--- src/rtl/cp0_ext_if.sv ---
// cp0_ext_if: pipeline <-> coprocessor-0 bus.
//   The pipeline side (master) drives the mtc0/mfc0 addresses and data, the M-stage
//   exception information, eret and the raw interrupt lines.
//   CP0 (slave) returns exc_handle, epc, data_out and timer_irq.
//   N_HWINT sets the width of hw_int and must match the cp0_ext instance.
interface cp0_ext_if #(
    parameter int N_HWINT = 6
);
    logic [4:0]         r_addr;
    logic [4:0]         w_addr;
    logic               we;
    logic [31:0]        wd;
    logic [31:0]        pc_m;
    logic               exc_occur;
    logic [4:0]         exc_code;
    logic               exc_bd;
    logic [31:0]        bad_vaddr;
    logic               eret;
    logic [N_HWINT-1:0] hw_int;
    logic               exc_handle;
    logic [31:0]        epc;
    logic [31:0]        data_out;
    logic               timer_irq;

    modport master (
        output r_addr, w_addr, we, wd, pc_m, exc_occur, exc_code, exc_bd,
               bad_vaddr, eret, hw_int,
        input  exc_handle, epc, data_out, timer_irq
    );

    modport slave (
        input  r_addr, w_addr, we, wd, pc_m, exc_occur, exc_code, exc_bd,
               bad_vaddr, eret, hw_int,
        output exc_handle, epc, data_out, timer_irq
    );
endinterface

--- src/rtl/cp0_ext.sv ---
// cp0_ext: coprocessor 0 for the 5-stage MIPS pipeline, sitting beside the M stage.
//   Holds SR, Cause, EPC, PRId, BadVAddr, Count and Compare. Takes synchronous exceptions
//   (gated only by SR.EXL) and interrupts (synchronised hw lines plus the Count/Compare
//   timer, gated by SR.IE, SR.EXL and SR.IM).
// Ports:
//   clk      - clock, all state on the rising edge
//   reset_n  - asynchronous active-low reset
//   bus      - cp0_ext_if.slave: mtc0/mfc0 access, M-stage exception info, eret,
//              hw_int in; exc_handle / data_out (combinational), epc, timer_irq out
module cp0_ext #(
    parameter int          N_HWINT     = 6,
    parameter int          SYNC_STAGES = 2,
    parameter int          TIMER_EN    = 1,
    parameter int          COUNT_DIV   = 1,
    parameter logic [31:0] PRID_VAL    = 32'h0000_4d31,
    parameter logic [31:0] SR_INIT     = 32'h0000_ff11
) (
    input  logic      clk,
    input  logic      reset_n,
    cp0_ext_if.slave  bus
);
    localparam int DIV_W = (COUNT_DIV > 1) ? $clog2(COUNT_DIV) : 1;

    logic [N_HWINT-1:0] r_sync [SYNC_STAGES];
    logic [31:0]        r_sr;
    logic [31:0]        r_epc;
    logic [31:0]        r_badvaddr;
    logic [31:0]        r_count;
    logic [31:0]        r_compare;
    logic [DIV_W-1:0]   r_div;
    logic               r_timer_pend;
    logic               r_cause_bd;
    logic [7:0]         r_cause_ip;   // Cause[15:8]; [1:0] soft, [7:2] hardware
    logic [4:0]         r_exc_code;

    logic [5:0]  w_hw_ip;
    logic [31:0] w_cause;
    logic [31:0] w_count_next;
    logic        w_inc;
    logic        w_irq;
    logic        w_exc;
    logic        w_exc_handle;
    logic        w_we;

    assign w_count_next = r_count + 32'd1;
    assign w_inc        = (r_div == DIV_W'(COUNT_DIV - 1));
    assign w_cause      = {r_cause_bd, 15'd0, r_cause_ip, 1'b0, r_exc_code, 2'b00};

    // Interrupts look at the registered Cause.IP, so a new IP bit acts one cycle later.
    assign w_irq = r_sr[0] & ~r_sr[1] & (|(r_cause_ip & r_sr[15:8]));
    assign w_exc = bus.exc_occur & ~r_sr[1];
    // Gated by reset_n so nothing is requested while reset is held.
    assign w_exc_handle = reset_n & (w_exc | w_irq);
    // mtc0 loses to both an exception and an eret in the same cycle.
    assign w_we = bus.we & ~w_exc_handle & ~bus.eret;

    assign bus.exc_handle = w_exc_handle;
    assign bus.epc        = r_epc;
    assign bus.timer_irq  = r_timer_pend;

    // Hardware IP image: synchronised lines, timer pending ORed into the top bit.
    always_comb begin
        w_hw_ip = 6'd0;
        for (int i = 0; i < N_HWINT; i++) begin
            w_hw_ip[i] = r_sync[SYNC_STAGES-1][i];
        end
        if (TIMER_EN != 0) begin
            w_hw_ip[5] = w_hw_ip[5] | r_timer_pend;
        end else begin
            w_hw_ip[5] = w_hw_ip[5];
        end
    end

    // mfc0 read mux; a same-cycle mtc0 is not bypassed, so the old value is returned.
    always_comb begin
        bus.data_out = 32'd0;
        case (bus.r_addr)
            5'd8:    bus.data_out = r_badvaddr;
            5'd9:    bus.data_out = (TIMER_EN != 0) ? r_count : 32'd0;
            5'd11:   bus.data_out = (TIMER_EN != 0) ? r_compare : 32'd0;
            5'd12:   bus.data_out = r_sr;
            5'd13:   bus.data_out = w_cause;
            5'd14:   bus.data_out = r_epc;
            5'd15:   bus.data_out = PRID_VAL;
            default: bus.data_out = 32'd0;
        endcase
    end

    // hw_int synchroniser chain.
    always_ff @(posedge clk or negedge reset_n) begin
        if (!reset_n) begin
            for (int i = 0; i < SYNC_STAGES; i++) begin
                r_sync[i] <= '0;
            end
        end else begin
            r_sync[0] <= bus.hw_int;
            for (int i = 1; i < SYNC_STAGES; i++) begin
                r_sync[i] <= r_sync[i-1];
            end
        end
    end

    // Count/Compare timer. Pending sets on the increment edge where Count reaches Compare.
    always_ff @(posedge clk or negedge reset_n) begin
        if (!reset_n) begin
            r_count      <= 32'd0;
            r_compare    <= 32'hffff_ffff;
            r_div        <= '0;
            r_timer_pend <= 1'b0;
        end else if (TIMER_EN != 0) begin
            if (w_we && (bus.w_addr == 5'd9)) begin
                r_count <= bus.wd;
                r_div   <= '0;
            end else if (w_inc) begin
                r_count <= w_count_next;
                r_div   <= '0;
            end else begin
                r_div   <= r_div + DIV_W'(1);
            end
            if (w_we && (bus.w_addr == 5'd11)) begin
                r_compare    <= bus.wd;
                r_timer_pend <= 1'b0;
            end else if (w_inc && (w_count_next == r_compare)
                         && !(w_we && (bus.w_addr == 5'd9))) begin
                r_timer_pend <= 1'b1;
            end else begin
                r_timer_pend <= r_timer_pend;
            end
        end else begin
            r_count      <= r_count;
            r_timer_pend <= 1'b0;
        end
    end

    // Architectural state: live IP, then exception > eret > mtc0.
    always_ff @(posedge clk or negedge reset_n) begin
        if (!reset_n) begin
            r_sr       <= SR_INIT;
            r_epc      <= 32'd0;
            r_badvaddr <= 32'd0;
            r_cause_bd <= 1'b0;
            r_cause_ip <= 8'd0;
            r_exc_code <= 5'd0;
        end else begin
            r_cause_ip[7:2] <= w_hw_ip;
            if (w_exc_handle) begin
                r_epc      <= bus.exc_bd ? (bus.pc_m - 32'd4) : bus.pc_m;
                r_sr[1]    <= 1'b1;
                r_cause_bd <= bus.exc_bd;
                r_exc_code <= w_exc ? bus.exc_code : 5'd0;
                if (w_exc && ((bus.exc_code == 5'd4) || (bus.exc_code == 5'd5))) begin
                    r_badvaddr <= bus.bad_vaddr;
                end else begin
                    r_badvaddr <= r_badvaddr;
                end
            end else if (bus.eret) begin
                r_sr[1] <= 1'b0;
            end else if (w_we) begin
                case (bus.w_addr)
                    5'd12:   r_sr            <= bus.wd;
                    5'd13:   r_cause_ip[1:0] <= bus.wd[9:8];
                    5'd14:   r_epc           <= bus.wd;
                    default: r_sr            <= r_sr;
                endcase
            end else begin
                r_sr <= r_sr;
            end
        end
    end
endmodule

--- src/flat_wrapper.sv ---
// flat-port wrapper written by rule: the top's interface ports become plain ports
module cp0_ext_flat 
#(
    parameter int          N_HWINT     = 6,
    parameter int          SYNC_STAGES = 2,
    parameter int          TIMER_EN    = 1,
    parameter int          COUNT_DIV   = 1,
    parameter logic [31:0] PRID_VAL    = 32'h0000_4d31,
    parameter logic [31:0] SR_INIT     = 32'h0000_ff11
)
  (clk, reset_n, bus_r_addr, bus_w_addr, bus_we, bus_wd, bus_pc_m, bus_exc_occur, bus_exc_code, bus_exc_bd, bus_bad_vaddr, bus_eret, bus_hw_int, bus_exc_handle, bus_epc, bus_data_out, bus_timer_irq);
  cp0_ext_if #(.N_HWINT(N_HWINT)) bus_i ();
  input  logic clk;
  input  logic reset_n;
  input wire logic [$bits(bus_i.r_addr)-1:0] bus_r_addr;
  input wire logic [$bits(bus_i.w_addr)-1:0] bus_w_addr;
  input wire logic [$bits(bus_i.we)-1:0] bus_we;
  input wire logic [$bits(bus_i.wd)-1:0] bus_wd;
  input wire logic [$bits(bus_i.pc_m)-1:0] bus_pc_m;
  input wire logic [$bits(bus_i.exc_occur)-1:0] bus_exc_occur;
  input wire logic [$bits(bus_i.exc_code)-1:0] bus_exc_code;
  input wire logic [$bits(bus_i.exc_bd)-1:0] bus_exc_bd;
  input wire logic [$bits(bus_i.bad_vaddr)-1:0] bus_bad_vaddr;
  input wire logic [$bits(bus_i.eret)-1:0] bus_eret;
  input wire logic [$bits(bus_i.hw_int)-1:0] bus_hw_int;
  output wire logic [$bits(bus_i.exc_handle)-1:0] bus_exc_handle;
  output wire logic [$bits(bus_i.epc)-1:0] bus_epc;
  output wire logic [$bits(bus_i.data_out)-1:0] bus_data_out;
  output wire logic [$bits(bus_i.timer_irq)-1:0] bus_timer_irq;
  assign bus_i.r_addr = bus_r_addr;
  assign bus_i.w_addr = bus_w_addr;
  assign bus_i.we = bus_we;
  assign bus_i.wd = bus_wd;
  assign bus_i.pc_m = bus_pc_m;
  assign bus_i.exc_occur = bus_exc_occur;
  assign bus_i.exc_code = bus_exc_code;
  assign bus_i.exc_bd = bus_exc_bd;
  assign bus_i.bad_vaddr = bus_bad_vaddr;
  assign bus_i.eret = bus_eret;
  assign bus_i.hw_int = bus_hw_int;
  assign bus_exc_handle = bus_i.exc_handle;
  assign bus_epc = bus_i.epc;
  assign bus_data_out = bus_i.data_out;
  assign bus_timer_irq = bus_i.timer_irq;
  cp0_ext #(.N_HWINT(N_HWINT), .SYNC_STAGES(SYNC_STAGES), .TIMER_EN(TIMER_EN), .COUNT_DIV(COUNT_DIV), .PRID_VAL(PRID_VAL), .SR_INIT(SR_INIT)) u_core (.clk(clk), .reset_n(reset_n), .bus(bus_i));
endmodule
--- config.mk ---
export PLATFORM = sky130hd
export DESIGN_NAME = cp0_ext_flat
export DESIGN_NICKNAME = d
export VERILOG_FILES = /design/src/rtl/cp0_ext_if.sv /design/src/rtl/cp0_ext.sv /design/src/flat_wrapper.sv
export SDC_FILE = /design/constraint.sdc
export NUM_CORES = 1
export LEC_CHECK = 0
export BUFFER_PORTS_ARGS = -buffer_cell sky130_fd_sc_hd__buf_2
export CORE_UTILIZATION = 60
export DETAILED_ROUTE_END_ITERATION = 10
export PLACE_DENSITY = 0.9
export SLEW_MARGIN = 20
export SYNTH_ARGS = -nofsm -noshare
export SYNTH_HDL_FRONTEND = slang
export SYNTH_SLANG_ARGS = --single-unit
--- constraint.sdc ---
create_clock -name clk -period 5.8 [get_ports clk]
set_clock_uncertainty 0.05 [all_clocks]
set_input_delay 0.87 -clock clk [delete_from_list [all_inputs] [get_ports clk]]
set_output_delay 0.87 -clock clk [all_outputs]
set_load 0.05 [all_outputs]
Yosys cells after proc, flatten, opt, wreduce, memory -nomap -nowiden:

Cells that the tools add are included.

* register bits: 188
* input port bits: 123

* $add $sub $neg: 3
* eq/ne operators: 17
* mux-type cells: 17
* bitwise gates (word level): 13
* reduce and logical (&&, ||, !) cells: 18

Operator list (number)
* $mux 32: 7
* $pmux 32 s7: 1
* $eq 5x4->1 const B: 12
* $add 32x1->32 const B: 1
* $eq 32x32->1: 1
* $sub 32x3->32 const B: 1
* $eq 5x3->1 const B: 2
* $and 8x8->8: 1
* $reduce_and 4->1: 2
* $reduce_or 8->1: 1
* $and 1x1->1: 6
* $mux 1: 6
* $reduce_bool 2->1: 3
* $reduce_bool 3->1: 2
* $logic_and 1x1->1: 5
* $mux 5: 1
* $mux 2: 2
* $not 1->1: 4
* $reduce_and 2->1: 2
* $reduce_and 3->1: 1
* $ne 2x1->1 const B: 1
* $ne 2x2->1 const B: 1
* $or 1x1->1: 2
* $add 1x1->1 const B: 1
* 2 further kinds: 2

Depth between registers and ports, before layout:

Gate-level depths: netlist of run 1.

* word-level depth: 13
* gate-level depth with buffers: 10

Worst setup path after synthesis of run 1:

OpenSTA, ideal clock, no wires.

* kind: input to output
* start point: in bus_r_addr[4]
* end point: out bus_data_out[12]
* arrival time: 2.535 ns
* data required time: 4.880 ns
* path slack: 2.345 ns
* stages on the path: 6
* path through: nand2b_1 nor3_1 clkbuf_1 buf_1 a22oi_1 nand3_1

* longest elaborated chain between the ends: 2

Ends and longest elaborated chain
* start: declaration: RTL line flat_wrapper.sv:15 `input wire logic [$bits(bus_i.r_addr)-1:0] bus_r_addr;`
* $eq 5x4->1: RTL line cp0_ext.sv:77 `case (bus.r_addr)`
* $pmux 32 s7 *: RTL line cp0_ext.sv:77
* end: declaration: RTL line flat_wrapper.sv:28 `output wire logic [$bits(bus_i.data_out)-1:0] bus_data_out;`

Every way passes the cells marked *; elsewhere a longest branch is shown, timed or not.

Worst setup path in the final report of run 1:

* start point: in bus_r_addr[2]
* end point: out bus_data_out[13]

Same word-level chain as after synthesis.

==> results of run 1 <==
kinds of logic after synthesis:
group	Yosys count	share of synthesized area [%]
AO/OA/AOI/OAI	182	13.04
flip-flops	187	47.34
multiplexers	118	13.27
buffers and inverters	71	2.766
XOR/XNOR	80	7.010
adder cells (fa/ha/maj)	3	0.3504
AND/OR/NAND/NOR	336	16.22
sequential cells by signal (all words and copies together) (netlist names):
signal                flops
u_core.r_sync            12
u_core.r_badvaddr        32
u_core.r_sr              32
u_core.r_cause_ip         8
u_core.r_exc_code         5
u_core.bus.epc           32
u_core.r_count           32
u_core.r_cause_bd         1
u_core.r_compare         32
u_core.bus.timer_irq      1
final cells by class:
class / count / area, µm² / area share [%]
diodes: 1 / 2.502 / 0.02134
clock buffers: 19 / 442.9 / 3.777
clock inverters: 13 / 112.6 / 0.9602
inverters: 12 / 45.04 / 0.3841
multi-input cells: 719 / 5055 / 43.10
flip-flops and latches: 187 / 4732 / 40.35
well taps: 216 / 270.3 / 2.304
repair buffers: 204 / 1067 / 9.101
worst paths after layout:
| kind | endpoint |
|---|---|
| max in group asynchronous | u_core.r_count[27] |
| worst max register to register | u_core.bus.timer_irq |
| min in group clk | u_core.r_sync[5] |
| worst max-delay path | bus_data_out[13] |
| worst min-delay path | u_core.r_exc_code[0] |
| worst min register to register | u_core.r_sync[5] |
report_power, final:
part | internal [mW] | total (mW) | leakage [nW] | switching (mW)
registers | 1.56 | 1.89 | 2.21 | 0.332
clock network | 0.568 | 1.11 | 0.248 | 0.537
logic | 0.371 | 0.957 | 2.78 | 0.586
total | 2.50 | 3.95 | 5.23 | 1.45
synthesized netlist by cell type, types with 3 or more instances:
| library cell | number |
|---|---|
| sky130_fd_sc_hd__nand4_1 | 12 |
| sky130_fd_sc_hd__and3b_1 | 3 |
| sky130_fd_sc_hd__a31oi_1 | 29 |
| sky130_fd_sc_hd__and3_1 | 13 |
| sky130_fd_sc_hd__o21ai_0 | 20 |
| sky130_fd_sc_hd__nand2_1 | 109 |
| sky130_fd_sc_hd__dfrtp_1 | 145 |
| sky130_fd_sc_hd__nand3_1 | 36 |
| sky130_fd_sc_hd__nor2_1 | 88 |
| sky130_fd_sc_hd__nand2b_1 | 7 |
| sky130_fd_sc_hd__or4_1 | 3 |
| sky130_fd_sc_hd__buf_1 | 8 |
| sky130_fd_sc_hd__clkbuf_1 | 43 |
| sky130_fd_sc_hd__nor4_1 | 14 |
| sky130_fd_sc_hd__xnor2_1 | 39 |
| sky130_fd_sc_hd__a21oi_1 | 30 |
| sky130_fd_sc_hd__nor3_2 | 4 |
| sky130_fd_sc_hd__a22o_1 | 22 |
| sky130_fd_sc_hd__clkbuf_2 | 4 |
| sky130_fd_sc_hd__mux2_2 | 116 |
| sky130_fd_sc_hd__nand3b_1 | 3 |
| sky130_fd_sc_hd__xor2_1 | 41 |
| sky130_fd_sc_hd__dfstp_2 | 42 |
| sky130_fd_sc_hd__nor3_1 | 18 |
| sky130_fd_sc_hd__or3_1 | 6 |
| sky130_fd_sc_hd__inv_1 | 12 |
| sky130_fd_sc_hd__buf_2 | 4 |
| sky130_fd_sc_hd__a221o_1 | 17 |
| sky130_fd_sc_hd__a22oi_1 | 40 |
| sky130_fd_sc_hd__or2_2 | 3 |
cell usage in the layout (no fill, tap or decap), types with 3 or more instances in the layout:
| master | instances |
|---|---|
| sky130_fd_sc_hd__a21oi_1 | 30 |
| sky130_fd_sc_hd__a221o_1 | 17 |
| sky130_fd_sc_hd__a22o_1 | 22 |
| sky130_fd_sc_hd__a22oi_1 | 40 |
| sky130_fd_sc_hd__a31oi_1 | 29 |
| sky130_fd_sc_hd__and3_1 | 13 |
| sky130_fd_sc_hd__and3b_1 | 3 |
| sky130_fd_sc_hd__buf_2 | 187 |
| sky130_fd_sc_hd__buf_4 | 16 |
| sky130_fd_sc_hd__clkbuf_16 | 17 |
| sky130_fd_sc_hd__clkinvlp_4 | 7 |
| sky130_fd_sc_hd__dfrtp_1 | 145 |
| sky130_fd_sc_hd__dfstp_2 | 42 |
| sky130_fd_sc_hd__inv_1 | 12 |
| sky130_fd_sc_hd__inv_6 | 4 |
| sky130_fd_sc_hd__mux2_2 | 116 |
| sky130_fd_sc_hd__nand2_1 | 109 |
| sky130_fd_sc_hd__nand2b_1 | 7 |
| sky130_fd_sc_hd__nand3_1 | 36 |
| sky130_fd_sc_hd__nand3b_1 | 3 |
| sky130_fd_sc_hd__nand4_1 | 12 |
| sky130_fd_sc_hd__nor2_1 | 86 |
| sky130_fd_sc_hd__nor3_1 | 15 |
| sky130_fd_sc_hd__nor3_2 | 6 |
| sky130_fd_sc_hd__nor4_1 | 12 |
| sky130_fd_sc_hd__nor4_2 | 3 |
| sky130_fd_sc_hd__o21ai_0 | 20 |
| sky130_fd_sc_hd__or2_2 | 3 |
| sky130_fd_sc_hd__or3_1 | 6 |
| sky130_fd_sc_hd__or4_1 | 3 |
| sky130_fd_sc_hd__xnor2_1 | 39 |
| sky130_fd_sc_hd__xor2_1 | 41 |
stage by stage:
step | hold WS [ns] | worst slack [ns] | total power [mW] | cells
floorplan | 0.2812 | 2.345 | 2.455 | 977
global placement | 0.2813 | 1.746 | 2.776 | 1338
CTS | 0.3010 | 1.626 | 3.910 | 1370
detailed placement | 0.2847 | 1.651 | 2.808 | 1338
finish | 0.3012 | 1.523 | 3.955 | 1371
global route | 0.3205 | 1.446 | 4.078 | 1371
routing by layer:
| layer | global-route usage [%] | wire length [µm] | part of all wire, % |
|---|---|---|---|
| met5 | 0 | 0 | 0 |
| met4 | 16.97 | 1298 | 4.0 |
| met3 | 12.34 | 4320 | 13 |
| met2 | 57.70 | 14500 | 45 |
| met1 | 52.00 | 11990 | 37 |
==> results by group, run 1 <==
Run status
  • Result of the run: finished clean

Timing
  • Actual transition at the worst max-transition pin: roughly 0.99 ns
  • Setup repair after global routing missed its margin: no
  • Number of failing setup endpoints in the final timing report: 0
  • Final Hold Vio Count: 0
  • Final sum of negative setup slack: 0 ns
  • Fin. max-slew vios: 0
  • Post-route clock period utilization: 73.74%
  • Maximum operating frequency: 0.2338 GHz
  • Slew Limit Headroom: approximately a third
  • Final min period: 4.277 ns

GRT
  • Vias in the first global route: 8718
  • Total congestion overflow: 0
  • Aggregate global-route resource usage: 38.68%
  • Largest net degree at the start of global routing: between 80 and 90
  • Number of antenna violations at the first check in global routing: 1
  • Wire length of the first global-routing pass: between 40000 and 50000 µm

Critical path
  • CP startpoint kind: input pin
  • Depth of the worst register-to-register path: 9
  • Crit path cell chain: buf_2 -> inv_1 -> or3_1 -> nor2_2 -> buf_4 -> a22oi_1 -> nand3_1 -> buf_2
  • Data arrival time of the critical path: 3.36 ns
  • Sort of element at the end of the critical path: output pin
  • Largest driver fanout on the critical path: 22
  • Reg-to-reg critical path startpoint: u_core.r_count[0]
  • Crit path max-delay family: buffers and inverters
  • Crit path buffers/inverters: 4
  • Critical path data required time: slightly below 5 ns
  • Startpoint of the most critical setup path: bus_r_addr[2]
  • Type of the worst setup path: in -> out
  • CP max stage delay: 0.52 ns
  • Path length in cells of the critical path: 8
  • Reg2reg setup slack: ~2.4 ns
  • Max stage delay cell, worst path: sky130_fd_sc_hd__or3_1
  • Library cell appearing most often on the critical path: sky130_fd_sc_hd__buf_2

Synthesis
  • Post-Syn Instances: 977
  • Area fraction of the dominant cell type after synthesis: 36.30%
  • Synth area leaders: sky130_fd_sc_hd__dfrtp_1, sky130_fd_sc_hd__mux2_2, sky130_fd_sc_hd__dfstp_2
  • Distinct cell type count of the synthesized netlist: 64
  • Post-Synthesis Mean Instance Area: 10.23 µm²
  • Share of synthesized flip-flops with an asynchronous set or reset: 100.0%
  • Syn nets: 1102
  • Number of synthesized register bits: around 190
  • Most area-hungry cell type in the Yosys netlist: sky130_fd_sc_hd__dfrtp_1
  • Number of warnings reported in the yosys synthesis log: 0
  • Post-synth EDFFs: 0
  • Most used DFF post-synth: sky130_fd_sc_hd__dfrtp_1
  • Sequential fraction of the synthesis area: a little under half
  • Cell area after synthesis: 9996 µm²

Route
  • Violation count after the first detailed-route iteration: 1465
  • Detailed-routing iteration count for the pre-antenna-repair pass: 6
  • Per-cell via count in the routed design: 6.729
  • DRC errors left: 0
  • Total via count in the routed design: 9225
  • Remaining antenna violation count: 0
  • WL final: between 30000 and 40000 µm
  • Drt wl/cell: 23.42 µm

Clocking
  • Clock tree root driver cell: sky130_fd_sc_hd__clkbuf_16
  • Sinks on Clock Net: 187
  • CTS Buf Count: 17
  • Clock tree from TritonCTS: yes
  • Bufs on Longest Clock Path: 2
  • Hold bufs inserted after CTS: 0
  • Number of gates resized after cts: 0
  • Maximum level of the CTS H-tree: 4
  • Clock-pin slew on the worst setup and hold paths: 0.07 ns
  • Setup repair bufs after CTS: 0
  • Insertion delay of the later-clocked pin in the worst-skew pair: 0.44 ns

Floorplanning
  • Total die area: 17180 µm²
  • Height of the chip: 131.1 µm
  • Die width: 131.1 µm
  • Number of rows in the core area: 46
  • I/O pin total: approximately 190
  • Area inside the core boundary: 16060 µm²
  • Initial core utilization: 62.25%

Power and ir drop
  • Cell area power density: 337.2 nW/µm²
  • P_leak: 5.232 nW
  • Maximum vdd ir drop: 0.2418 mV

Cells and area
  • Cell area after layout: 11730 µm²
  • Post-synthesis to final-layout area growth: 17.32%
  • Proportion of layout cells with a drive suffix above 1: 36.22%
  • Number of nets in the layout: 1266
  • Total of fill cells in the finished design: ~1000
  • Final core utilization: 73.03%

Flow run
  • Maxcap violations: 0

Place
  • Buffers on Ports: 188
  • Instance area after placement: ~11000 µm²
  • Final RePlAce weighted congestion: 1.009
  • Final HPWL from detailed placement: 23090 µm

Worst hold path
  • HP Class: in -> async
Power figures use the tool's default switching activity.
==> run 2, diff against run 1 <==
Settings changed: CORE_UTILIZATION 60 to 56, PLACE_DENSITY 0.9 to 0.85.
Clock period 5.8 ns to 4.22 ns, I/O delays scaled along.
==> run 2 against run 1 <==
Register-to-register slack worse by 1.4 ns. Non-clock buffer count up 6. Worst setup slack worse by 1.2 ns. Critical endpoint is now bus_data_out[3]. Largest power group unchanged. Highest routed layer is now met5.
==> results by group, run 2 (synthesized netlist as in run 1, its figures left out) <==
Run status
  • Result of the run: finished clean

Clocking
  • Clock-pin slew on the worst setup and hold paths: 0.07 ns (about the same)
  • Clock tree root driver cell: sky130_fd_sc_hd__clkbuf_16
  • Maximum level of the CTS H-tree: 4 (unchanged)
  • CTS Buf Count: 17 (unchanged)
  • Number of gates resized after cts: 0 (unchanged)
  • Insertion delay of the later-clocked pin in the worst-skew pair: 0.44 ns (about the same)
  • Bufs on Longest Clock Path: 2 (unchanged)
  • Sinks on Clock Net: 187 (unchanged)
  • Setup repair bufs after CTS: 0 (unchanged)
  • Clock tree from TritonCTS: yes
  • Hold bufs inserted after CTS: 0 (unchanged)

Place
  • Final HPWL from detailed placement: 23430 µm (+1.5%)
  • Post-place setup slack: 0.4389 ns (-1.212 ns)
  • Instance area after placement: 11220 µm² (+0.59%)
  • Final RePlAce weighted congestion: 0.9840 (-2.5%)
  • Buffers on Ports: 188 (unchanged)

Route
  • Remaining antenna violation count: 0 (unchanged)
  • Per-cell via count in the routed design: 6.597 (-2.0%)
  • Violation count after the first detailed-route iteration: 1316 (-10%)
  • DRC errors left: 0 (unchanged)
  • WL final: 32060 µm (-0.15%)
  • Drt wl/cell: 23.11 µm (-1.3%)
  • Total via count in the routed design: 9150 (-0.81%)
  • Detailed-routing iteration count for the pre-antenna-repair pass: 8 (+2)

Timing
  • Number of failing setup endpoints in the final timing report: 0 (unchanged)
  • Setup repair after global routing missed its margin: no
  • Slew Limit Headroom: 46.78% (+13 points)
  • Final WS setup: 0.3236 ns (-1.200 ns)
  • Maximum operating frequency: 0.2566 GHz
  • Fin. max-slew vios: 0 (unchanged)
  • Final min period: 3.896 ns
  • Final sum of negative setup slack: 0 ns (unchanged)
  • Actual transition at the worst max-transition pin: 0.7953 ns (-0.1908 ns)
  • Final Hold Vio Count: 0 (unchanged)
  • Post-route clock period utilization: approximately 92%

Power and ir drop
  • Overall power consumption: 5.585 mW (+41%)
  • Cell area power density: 471.3 nW/µm² (+40%)
  • P_leak: 5.320 nW (+1.7%)
  • Maximum vdd ir drop: 0.3476 mV (+44%)

Critical path
  • Largest driver fanout on the critical path: 22 (unchanged)
  • CP startpoint kind: input pin
  • Critical path data required time: 3.54 ns (-1.34 ns)
  • Reg2reg setup slack: 0.96 ns (-1.41 ns)
  • Type of the worst setup path: in -> out
  • Data arrival time of the critical path: 3.21 ns (-0.15 ns)
  • Sort of element at the end of the critical path: output pin

Cells and area
  • Most common cell after layout, fill and taps aside: sky130_fd_sc_hd__buf_2
  • Cell area after layout: 11850 µm² (+1.0%)
  • Commonest cells after routing, fill and taps aside: sky130_fd_sc_hd__buf_2, sky130_fd_sc_hd__dfrtp_1, sky130_fd_sc_hd__mux2_2
  • Post-synthesis to final-layout area growth: 18.55%
  • Number of nets in the layout: 1272 (+0.47%)
  • Proportion of layout cells with a drive suffix above 1: 36.55% (+0.33 points)

GRT
  • Largest net degree at the start of global routing: 87 (+7.4%)
  • Total congestion overflow: 0 (unchanged)
  • Vias in the first global route: 8662 (-0.64%)
  • Number of antenna violations at the first check in global routing: 3 (+2)
  • Aggregate global-route resource usage: 36.16% (-2.5 points)
  • Wire length of the first global-routing pass: 49280 µm (+1.6%)

Floorplanning
  • Height of the chip: 135.6 µm (+3.5%)
  • Die width: 135.6 µm (+3.5%)
  • Initial core utilization: 57.59% (-4.7 points)
  • Number of rows in the core area: 48 (+4.3%)
  • Total die area: 18390 µm² (+7.0%)
  • Area inside the core boundary: 17360 µm² (+8.1%)
  • I/O pin total: 189 (unchanged)

Flow run
  • Maxcap violations: 0 (unchanged)

Worst hold path
  • HP Class: in -> async
-- run 2: path summary, 6_finish.rpt --
kind                                   start                    to  cells after the start
max in group asynchronous            reset_n    u_core.r_count[12]                      2
setup / recovery               bus_r_addr[2]       bus_data_out[3]                      8
setup reg to reg           u_core.r_count[0]  u_core.bus.timer_irq                      9
hold reg to reg             u_core.r_sync[2]  u_core.r_cause_ip[4]                      0
min in group clk               bus_hw_int[0]      u_core.r_sync[6]                      1
hold / removal                       reset_n     u_core.bus.epc[6]                      1
-- run 2: worst max-delay path: stages --
cell                      delay (ns)
sky130_fd_sc_hd__buf_2          0.48
sky130_fd_sc_hd__inv_1          0.17
sky130_fd_sc_hd__or3_1          0.50
sky130_fd_sc_hd__nor2_1         0.65
sky130_fd_sc_hd__buf_4          0.28
sky130_fd_sc_hd__a22oi_1        0.10
sky130_fd_sc_hd__nand3_1        0.11
sky130_fd_sc_hd__buf_2          0.27
-- run 2: area by class of cell --
type,count,area [µm²]
tap,225,281.5
clock inverter,14,177.7
multi-input combinational,719,5041
timing repair buffer,210,1129
fill,1233,5507
sequential,187,4732
antenna,2,5.005
clock buffer,18,439.2
inverter,12,45.04
-- run 2: where the power goes --
| group | total [mW] | switching [mW] | internal [mW] |
|---|---|---|---|
| clock | 1.69 | 0.770 | 0.917 |
| sequential | 2.59 | 0.444 | 2.14 |
| combinational | 1.31 | 0.800 | 0.512 |
| total | 5.59 | 2.01 | 3.57 |
-- run 2: routing by layer --
layer  track usage, %  vias to the layer above  part of all wire, %
met2            53.77                      696                   46
met4            18.04                        2                  4.7
met3            9.540                      145                   12
met1            48.86                     4424                   38
li1                 -                     3883                    -
met5                0                        -                0.041
-- run 2: metrics by stage --
step | cells | util, % | hold WS, ns
after global placement | 1353 | 64.67 | 0.2836
final | 1387 | 68.27 | 0.04210
after global routing | 1386 | 68.26 | 0.07475
after CTS | 1385 | 68.22 | 0.05438
after detailed placement | 1353 | 64.67 | 0.2847
after floorplan | 977 | - | 0.2812
==> run 3, diff against run 2 <==
Settings changed: RECOVER_POWER set to 25.
==> run 3 against run 2 <==
The flow now finishes with violations (capacitance limit, slew limit). Hold slack lost 0.0047 ns. Power is essentially flat. Non-clock buffer count is the same. Combinational power is essentially flat. Global-route usage is the same. Maximum frequency is essentially flat. Largest power group unchanged. Highest routed layer unchanged.
==> results by group, run 3 (synthesized netlist as in run 1, its figures left out) <==
GRT
  • Aggregate global-route resource usage: 36.16% (unchanged)
  • Wire length of the first global-routing pass: 49280 µm (unchanged)
  • Number of antenna violations at the first check in global routing: 3 (unchanged)
  • Total congestion overflow: 0 (unchanged)
  • Vias in the first global route: 8662 (unchanged)
  • Largest net degree at the start of global routing: 87 (unchanged)

Critical path
  • Crit path cell chain: buf_2 -> inv_1 -> or3_1 -> nor2_1 -> buf_4 -> a221o_1 -> buf_2
  • CP max stage delay: 0.65 ns (about the same)
  • Reg2reg setup slack: 0.95 ns (about the same)
  • Sort of element at the end of the critical path: output pin
  • Max stage delay cell, worst path: sky130_fd_sc_hd__nor2_1
  • CP startpoint kind: input pin
  • Type of the worst setup path: in -> out
  • Largest driver fanout on the critical path: 22 (unchanged)
  • Data arrival time of the critical path: 3.22 ns (about the same)
  • Library cell appearing most often on the critical path: sky130_fd_sc_hd__buf_2
  • Crit path max-delay family: buffers and inverters
  • R2R Path End: u_core.bus.timer_irq
  • Critical path data required time: 3.54 ns (about the same)
  • Crit path buffers/inverters: 4 (unchanged)
  • Depth of the worst register-to-register path: 9 (unchanged)
  • Reg-to-reg critical path startpoint: u_core.r_count[0]

Route
  • Detailed-routing iteration count for the pre-antenna-repair pass: 7 (-1)
  • Per-cell via count in the routed design: 6.564 (-0.50%)
  • Total via count in the routed design: 9104 (-0.50%)
  • Drt wl/cell: 23.17 µm (+0.23%)
  • Remaining antenna violation count: 0 (unchanged)
  • WL final: 32130 µm (+0.23%)
  • DRC errors left: 0 (unchanged)
  • Violation count after the first detailed-route iteration: 1433 (+8.9%)

Cells and area
  • Most common cell after layout, fill and taps aside: sky130_fd_sc_hd__buf_2
  • Number of nets in the layout: 1272 (unchanged)
  • Post-synthesis to final-layout area growth: 18.46% (about the same)
  • FF+latch area: 4732 µm² (unchanged)
  • Proportion of layout cells with a drive suffix above 1: 36.55% (unchanged)
  • Combined area of the multi-input logic cells: 5041 µm² (unchanged)
  • Layout Cells excl Fill: 1387 (unchanged)
  • Total of fill cells in the finished design: 1234 (+0.081%)
  • Commonest cells after routing, fill and taps aside: sky130_fd_sc_hd__buf_2, sky130_fd_sc_hd__dfrtp_1, sky130_fd_sc_hd__mux2_2

Power and ir drop
  • Power share of the clock group: 30.2% (about the same)
  • Power dissipated by switching net loads: 2.014 mW (about the same)
  • P_leak: 5.318 nW (about the same)
  • Int Power: 3.570 mW (about the same)
  • Sequential share of power: 46.3% (about the same)
  • Sw Ratio: 36.07% (about the same)
  • Comb power frac: 23.5% (about the same)
  • Maximum vdd ir drop: 0.3489 mV (+0.37%)
  • Cell area power density: 471.6 nW/µm² (about the same)

Floorplanning
  • Area inside the core boundary: 17360 µm² (unchanged)
  • Number of rows in the core area: 48 (unchanged)
  • I/O pin total: 189 (unchanged)
  • Initial core utilization: 57.59% (unchanged)
  • Die width: 135.6 µm (unchanged)
  • Total die area: 18390 µm² (unchanged)
  • Height of the chip: 135.6 µm (unchanged)

Clocking
  • Clock tree from TritonCTS: yes
  • Clock tree root driver cell: sky130_fd_sc_hd__clkbuf_16
  • Sinks on Clock Net: 187 (unchanged)
  • Bufs on Longest Clock Path: 2 (unchanged)
  • Insertion delay of the later-clocked pin in the worst-skew pair: 0.44 ns (about the same)
  • Setup repair bufs after CTS: 0 (unchanged)
  • Hold bufs inserted after CTS: 0 (unchanged)
  • Number of gates resized after cts: 0 (unchanged)
  • Maximum level of the CTS H-tree: 4 (unchanged)
  • Clock-pin slew on the worst setup and hold paths: 0.07 ns (about the same)
  • CTS Buf Count: 17 (unchanged)

Timing
  • Final min period: 3.900 ns (+0.003306 ns)
  • Fin. max-slew vios: 149 (+149)
  • Number of failing setup endpoints in the final timing report: 0 (unchanged)
  • Hold WS: 0.03737 ns (-0.004730 ns)
  • Final sum of negative setup slack: 0 ns (unchanged)
  • Maximum operating frequency: 0.2564 GHz (about the same)
  • Slew Limit Headroom: -42.35% (-89 points)
  • Setup repair after global routing missed its margin: no
  • Post-route clock period utilization: 92.41% (about the same)
  • Final Hold Vio Count: 0 (unchanged)
  • Actual transition at the worst max-transition pin: 2.135 ns (+1.340 ns)

Place
  • Final RePlAce weighted congestion: 0.9840 (unchanged)
  • Buffers on Ports: 188 (unchanged)
  • Cell Count Post-Placement: 1353 (unchanged)
  • Final HPWL from detailed placement: 23430 µm (unchanged)

Run status
  • Result of the run: finished with violations
  • Violated checks: capacitance limit, slew limit

Worst hold path
  • HP Class: in -> async

Flow run
  • Maxcap violations: 2 (+2)
-- run 3: power groups by stage --
stage / Combinational (mW) / Clock [mW] / Sequential [mW]
floorplan: 0.790 / 0 / 2.58
global placement: 1.25 / 0 / 2.56
detailed placement: 1.28 / 0 / 2.58
CTS: 1.30 / 1.68 / 2.56
global route: 1.40 / 1.75 / 2.60
finish: 1.31 / 1.69 / 2.59
-- run 3: metal layers --
layer / GRT usage [%] / up-vias / routed length (µm)
li1: - / 3884 / -
met1: 48.86 / 4413 / 12180
met2: 53.77 / 668 / 14680
met3: 9.540 / 137 / 3753
met4: 18.04 / 2 / 1497
met5: 0 / - / 13
-- run 3: final cells by class --
type / count / share of cell area [%]
repair buffers: 210 / 9.457
clock inverters: 14 / 1.500
flip-flops and latches: 187 / 39.96
well taps: 225 / 2.377
diodes: 2 / 0.04227
inverters: 12 / 0.3804
multi-input cells: 719 / 42.57
clock buffers: 18 / 3.709
-- run 3: worst max path at each step --
stage / slack [ns] / cells past startpoint / from / endpoint
after floorplan: 1.24 / 6 / bus_r_addr[4] / bus_data_out[12]
after global placement: 0.50 / 7 / bus_r_addr[2] / bus_data_out[16]
after CTS: 0.40 / 8 / bus_r_addr[2] / bus_data_out[3]
after detailed placement: 0.44 / 8 / bus_r_addr[2] / bus_data_out[3]
after global routing: 0.27 / 8 / bus_r_addr[2] / bus_data_out[2]
final: 0.32 / 7 / bus_r_addr[2] / bus_data_out[22]
-- run 3: worst register-to-register path, stage by stage (launching register included) --
cell and delay, ns:
sky130_fd_sc_hd__dfrtp_1 0.45, sky130_fd_sc_hd__ha_1 0.23, sky130_fd_sc_hd__nand3_1 0.36, sky130_fd_sc_hd__nor3_1 0.53, sky130_fd_sc_hd__nand4_1 0.22, sky130_fd_sc_hd__xor2_1 0.24, sky130_fd_sc_hd__o221ai_1 0.17, sky130_fd_sc_hd__a2111oi_0 0.56
sky130_fd_sc_hd__and3_1 0.25, sky130_fd_sc_hd__a32o_1 0.14
-- run 3: stage by stage --
stage	utilization [%]	setup WS (ns)	power [mW]	instance area [µm²]
3_3_place_gp	64.67	0.4960	3.809	11220
4_1_cts	68.22	0.3974	5.536	11840
6_report	68.22	0.3203	5.585	11840
3_5_place_dp	64.67	0.4389	3.862	11220
2_1_floorplan	-	1.239	3.375	9996
5_1_grt	68.21	0.2744	5.760	11840
